File: config.mk
export PLATFORM = sky130hd
export DESIGN_NAME = debug_frame_sender
export DESIGN_NICKNAME = d
export VERILOG_FILES = /design/src/rtl/debug_frame_sender.sv
export SDC_FILE = /design/constraint.sdc
export NUM_CORES = 1
export LEC_CHECK = 0
export CORE_ASPECT_RATIO = 1.25
export CORE_MARGIN = 5
export CORE_UTILIZATION = 30
export DETAILED_ROUTE_END_ITERATION = 10
export PLACE_DENSITY = 0.59
export SLEW_MARGIN = 20
export SYNTH_ARGS = -nofsm -noshare
export SYNTH_HDL_FRONTEND = slang
export SYNTH_SLANG_ARGS = --single-unit
File: constraint.sdc
create_clock -name clk -period 4.3 [get_ports clk]
set_input_delay 0.86 -clock clk [delete_from_list [all_inputs] [get_ports clk]]
set_output_delay 0.86 -clock clk [all_outputs]
set_load 0.005 [all_outputs]
File: src/rtl/debug_frame_sender.sv
// OCD debug-frame initiator: latches one command, sends the 10-byte frame
// (5A A5 op addr data checksum) as 8N1 UART on TXD, then returns to idle.
`ifndef UART_BAUD_PERIOD
`define UART_BAUD_PERIOD 4
`endif

// state | meaning
// IDLE  | waiting for a command, TXD high
// START | start bit of byte byte_idx
// DATA  | data bit bit_cnt of byte byte_idx, LSB first
// STOP  | stop bit of byte byte_idx
// DONE  | frame complete; one cycle, behaves as IDLE (accepts a command)
module debug_frame_sender #(
  parameter int BAUD_PERIOD = `UART_BAUD_PERIOD
) (
  input  logic        clk,
  input  logic        reset_n,
  input  logic        cmd_valid,
  output logic        cmd_ready,
  input  logic [7:0]  cmd_opcode,
  input  logic [15:0] cmd_addr,
  input  logic [31:0] cmd_data,
  input  logic        abort,
  output logic        TXD,
  output logic        busy,
  output logic        frame_done
);

  localparam int BW = (BAUD_PERIOD > 1) ? $clog2(BAUD_PERIOD) : 1;
  localparam logic [BW-1:0] BAUD_LAST = BW'(BAUD_PERIOD - 1);

  typedef enum logic [2:0] {S_IDLE, S_START, S_DATA, S_STOP, S_DONE} state_t;

  state_t        state, state_nxt;
  logic [BW-1:0] baud_cnt, baud_nxt;
  logic [2:0]    bit_cnt, bit_nxt;
  logic [3:0]    byte_idx, byte_nxt;
  logic [7:0]    opcode_q;
  logic [15:0]   addr_q;
  logic [31:0]   data_q;
  logic          txd_q, txd_nxt;
  logic          accept, baud_last;
  logic [7:0]    sum, tx_byte;

  assign cmd_ready  = (state == S_IDLE) || (state == S_DONE);
  assign busy       = ~cmd_ready;
  assign frame_done = (state == S_DONE);
  assign TXD        = txd_q;
  assign accept     = cmd_valid & cmd_ready;
  assign baud_last  = (baud_cnt == BAUD_LAST);

  assign sum = opcode_q + addr_q[15:8] + addr_q[7:0] + data_q[31:24]
             + data_q[23:16] + data_q[15:8] + data_q[7:0];

  // byte selected by the index the line will carry next cycle
  always_comb begin
    tx_byte = 8'h00;
    case (byte_nxt)
      4'd0:    tx_byte = 8'h5A;
      4'd1:    tx_byte = 8'hA5;
      4'd2:    tx_byte = opcode_q;
      4'd3:    tx_byte = addr_q[15:8];
      4'd4:    tx_byte = addr_q[7:0];
      4'd5:    tx_byte = data_q[31:24];
      4'd6:    tx_byte = data_q[23:16];
      4'd7:    tx_byte = data_q[15:8];
      4'd8:    tx_byte = data_q[7:0];
      4'd9:    tx_byte = 8'h00 - sum;
      default: tx_byte = 8'h00;
    endcase
  end

  always_comb begin
    state_nxt = state;
    baud_nxt  = baud_cnt;
    bit_nxt   = bit_cnt;
    byte_nxt  = byte_idx;
    case (state)
      S_IDLE, S_DONE: begin
        state_nxt = accept ? S_START : S_IDLE;
        baud_nxt  = '0;
        bit_nxt   = '0;
        byte_nxt  = '0;
      end
      S_START: begin
        baud_nxt = baud_cnt + BW'(1);
        if (baud_last) begin
          state_nxt = S_DATA;
          baud_nxt  = '0;
          bit_nxt   = '0;
        end
      end
      S_DATA: begin
        baud_nxt = baud_cnt + BW'(1);
        if (baud_last) begin
          baud_nxt = '0;
          if (bit_cnt == 3'd7) state_nxt = S_STOP;
          else                 bit_nxt   = bit_cnt + 3'd1;
        end
      end
      S_STOP: begin
        baud_nxt = baud_cnt + BW'(1);
        if (baud_last) begin
          baud_nxt = '0;
          if (byte_idx == 4'd9) begin
            state_nxt = S_DONE;
          end else begin
            state_nxt = S_START;
            byte_nxt  = byte_idx + 4'd1;
          end
        end
      end
      default: state_nxt = S_IDLE;
    endcase
    if (abort && (state != S_IDLE) && (state != S_DONE)) begin
      state_nxt = S_IDLE;
      baud_nxt  = '0;
      bit_nxt   = '0;
      byte_nxt  = '0;
    end
  end

  always_comb begin
    txd_nxt = 1'b1;
    case (state_nxt)
      S_START: txd_nxt = 1'b0;
      S_DATA:  txd_nxt = tx_byte[bit_nxt];
      default: txd_nxt = 1'b1;
    endcase
  end

  always_ff @(posedge clk or negedge reset_n) begin
    if (!reset_n) begin
      state    <= S_IDLE;
      baud_cnt <= '0;
      bit_cnt  <= '0;
      byte_idx <= '0;
      txd_q    <= 1'b1;
    end else begin
      state    <= state_nxt;
      baud_cnt <= baud_nxt;
      bit_cnt  <= bit_nxt;
      byte_idx <= byte_nxt;
      txd_q    <= txd_nxt;
    end
  end

  always_ff @(posedge clk or negedge reset_n) begin
    if (!reset_n) begin
      opcode_q <= '0;
      addr_q   <= '0;
      data_q   <= '0;
    end else if (accept) begin
      opcode_q <= cmd_opcode;
      addr_q   <= cmd_addr;
      data_q   <= cmd_data;
    end
  end

endmodule

==> results.tsv <==
stage	metric	value	unit
cells_and_area	footprint of the multi-input gates	2830	um^2
floorplan	starting density of the core	0.304	
sta	worst setup margin	-0.181	ns
floorplan	Core Box Area	16100	um^2
synth	Post-Synthesis Net Count	612	
synth	sequential-to-total area share from yosys stat	0.352	
run_status	run status	complete, but fails checks	
synth	FFs w/ async S/R, synth	1.00	
floorplan	die area	19000	um^2
run_status	violated checks	setup timing	
cts	clock latency on the worst-skew pair	0.34	ns
cts	clock-pin slew on the worst setup and hold paths	0.06	ns
sta	Final Hold Vio Count	0	
power_and_ir_drop	Peak supply drop	0.000704	V
detailed_routing	final wirelength	13700	um
flow_run	max_cap viols	0	
floorplan	Die Y	153	um
synth	Area contributors post-synth	dfrtp_1, fa_1, inv_1	
worst_hold_path	type of the most critical hold path	reg2reg	
cts	Num CTS Buffers	9	
power_and_ir_drop	Pleak	2.88	nW
detailed_routing	vias	4113	
cells_and_area	layout cell share with drive strength beyond 1	0.172	
worst_setup_path	CP Max Fanout	2	
sta	unrepaired setup endpoints after global routing	true	
sta	minimum clock period	4.48	ns
detailed_routing	DRC	0	
synth	Gate Count Post-Synth	501	
global_route	largest net degree at the start of global routing	97	
worst_hold_path	WHS Path Cells	2	
sta	final setup vio count	1	
cts	H-tree levels	3	
synth	EDFF count, synth	0	
cts	clk root buf	clkbuf_16	
synth	syn_area_per_cell	9.79	um^2
cts	CTS tree	built	
placement	routability congestion estimate	0.927	
synth	Synth top cells by count	inv_1, dfrtp_1, o21ai_0, nand2_1, fa_1	
cells_and_area	area delta synth->final	30.6	%
global_route	number of global-route vias before repair	4488	
detailed_routing	drt first pass iters	5	
detailed_routing	Final ANT Viol Nets	0	
worst_setup_path	Reg2Reg Launch Point	data_q[18]$_DFFE_PN0P_	
synth	Ys Warns	0	
floorplan	I/O pins	64	
synth	Netlist Area Pre-Place	4900	um^2
worst_hold_path	WHS Endpoint	baud_cnt[1]$_DFFE_PN0P_	
sta	relative slew slack	0.448	
sta	Final Skew	0.00415	ns
synth	most common cell in the netlist	inv_1	
cells_and_area	Storage cell area	1730	um^2
worst_setup_path	Crit path arrival time	4.72	ns
worst_setup_path	worst reg2reg setup slack	-0.18	ns
sta	fin crit share	1.04	
worst_setup_path	RR Endpoint	TXD$_DFF_PN1_	
detailed_routing	Vias/cell	5.05	
worst_setup_path	CP Data Required Time	4.54	ns
synth	Synth Register Bits	69	
synth	top cell type's share of synthesized area	0.347	
placement	Post-DP HPWL	10800	um
floorplan	# rows	52	
sta	FMAX	0.223	GHz
floorplan	die width	124	um
global_route	grt ovf	0	
global_route	GRT Overall Usage	0.147	
power_and_ir_drop	pwr dens	881	nW/um^2
synth	Primary FF master, synth	dfrtp_1	
detailed_routing	drt wl/cell	16.8	um
synth	Synth cell types	73	
worst_setup_path	endpoint type of the worst setup path	flip-flop	
cells_and_area	fillers	1655	
global_route	first-pass GRT wire length	22600	um
worst_hold_path	hold_sp	baud_cnt[1]$_DFFE_PN0P_	
cells_and_area	fin nets	704	
detailed_routing	DR iter-0 viols	332	
global_route	antenna violations before repair	0	
sta	fin. max-slew vios	0	
cells_and_area	final core utilization	0.397	
placement	port bufs	63	
sta	worst-margin pin slew	0.821	ns
worst_setup_path	crit path kind	reg2reg	
synth	cell taking the most area after synthesis	dfrtp_1	
cells_and_area	n_diodes	0	
cts	Bufs on Longest Clock Path	2	
cts	clock sink count	69	
worst_setup_path	Worst setup SP type	flip-flop	
worst_setup_path	worst r2r path cells	18	
sta	Final Hold Slack	0.542	ns
[layer usage]
layer	share of wire	vias up	global-route usage	routed length [um]
li1	-	1913	-	-
met1	0.41	2014	0.178	5670
met2	0.51	158	0.256	7020
met3	0.044	28	0.0283	602
met4	0.028	0	0.0585	377
met5	0	-	0	0
[area by class of cell]
type,instances,share of cell area
clock inverters,7,0.0178
repair buffers,102,0.145
clock buffers,9,0.0352
flip-flops and latches,69,0.270
multi-input cells,328,0.441
inverters,83,0.0486
well taps,216,0.0422
[power breakdown]
| part | switching [mW] | total, mW | leakage, nW | internal [mW] |
|---|---|---|---|---|
| combinational | 1.98 | 3.92 | 1.86 | 1.94 |
| clock | 0.287 | 0.850 | 0.169 | 0.564 |
| sequential | 0.0992 | 0.877 | 0.854 | 0.778 |
[state kept, by name (all words and copies together), names as in the netlist]
register and flops:
data_q 32, addr_q 16, opcode_q 8, byte_idx 4
bit_cnt 3, state 3, baud_cnt 2, TXD 1
[cells by family after synthesis]
logic type	after synthesis	share of synthesized area
and+or+nand+nor	117	0.132
muxes	21	0.0474
AOI/OAI and AO/OA	127	0.174
adders and majority gates	51	0.179
xor gates and xnor gates	12	0.0298
buffers and inverters	104	0.0852
DFF	69	0.352
[placed cells by master (no fill, tap or decap), types with 3 or more instances in the layout]
cell / netlist / final
nand2_1: 49 / 49
a22oi_1: 5 / 5
o21ai_0: 55 / 53
and2_1: 5 / 4
o211ai_1: 5 / 5
fa_1: 32 / 31
xnor2_1: 7 / 7
clkdlybuf4s50_1: 0 / 62
inv_2: 2 / 4
bufinv_16: 0 / 3
nand3_1: 12 / 12
clkbuf_16: 0 / 9
and4b_1: 4 / 4
xnor3_1: 3 / 3
dfrtp_1: 68 / 68
a21oi_1: 15 / 13
mux2i_1: 3 / 3
and3_1: 3 / 3
a221oi_1: 3 / 3
clkinv_2: 0 / 3
ha_1: 19 / 17
a21oi_2: 1 / 3
nor2_1: 10 / 10
o41ai_1: 3 / 3
a211oi_1: 4 / 3
mux2_2: 18 / 18
nor3_1: 9 / 8
inv_1: 81 / 79
buf_4: 2 / 38
nand4_1: 4 / 4
[critical path, cell delays in order (launching register included)]
cell and delay, ns:
dfrtp_1 0.35, inv_2 0.05, fa_1 0.52, inv_1 0.05, fa_1 0.46, fa_1 0.49, inv_1 0.05, fa_1 0.53
ha_2 0.19, inv_2 0.04, fa_2 0.41, nor2b_4 0.14, o21ai_2 0.07, a21oi_2 0.18, nor4b_4 0.06, a2111o_1 0.32
nor3_2 0.15, o32a_1 0.21, o211ai_2 0.09
[through the flow]
stage	area, um^2	power [mW]	setup TNS (ns)	cells	worst slack (ns)
final	6410	5.65	-0.181	814	-0.181
after detailed placement	6000	4.26	-0.221	796	-0.221
after global routing	6410	6.21	-0.339	814	-0.339
after floorplan	4920	3.29	0	501	0.0615
after global placement	6000	4.14	-0.0913	796	-0.0913
after CTS	6400	5.53	-0.0843	814	-0.0843
[worst max path at each step]
stage                    end  slack (ns)  depth (start not counted)              startpoint
2_1_floorplan  TXD$_DFF_PN1_        0.06                         18  data_q[18]$_DFFE_PN0P_
3_3_place_gp   TXD$_DFF_PN1_       -0.09                         18  data_q[18]$_DFFE_PN0P_
3_5_place_dp   TXD$_DFF_PN1_       -0.22                         16   addr_q[3]$_DFFE_PN0P_
4_1_cts        TXD$_DFF_PN1_       -0.08                         18  data_q[18]$_DFFE_PN0P_
5_1_grt        TXD$_DFF_PN1_       -0.34                         18  data_q[18]$_DFFE_PN0P_
6_report       TXD$_DFF_PN1_       -0.18                         18  data_q[18]$_DFFE_PN0P_
[timing repair]
| action | CTS | global route |
|---|---|---|
| setup endpoints to repair | 1 | 1 |
| gates resized for setup | 9 | 4 |
| hold buffers | 0 | 0 |
| pin swaps | 15 | 5 |
| buffers inserted | 2 | 0 |
| cloned | 0 | 0 |
Power figures use the tool's default switching activity.
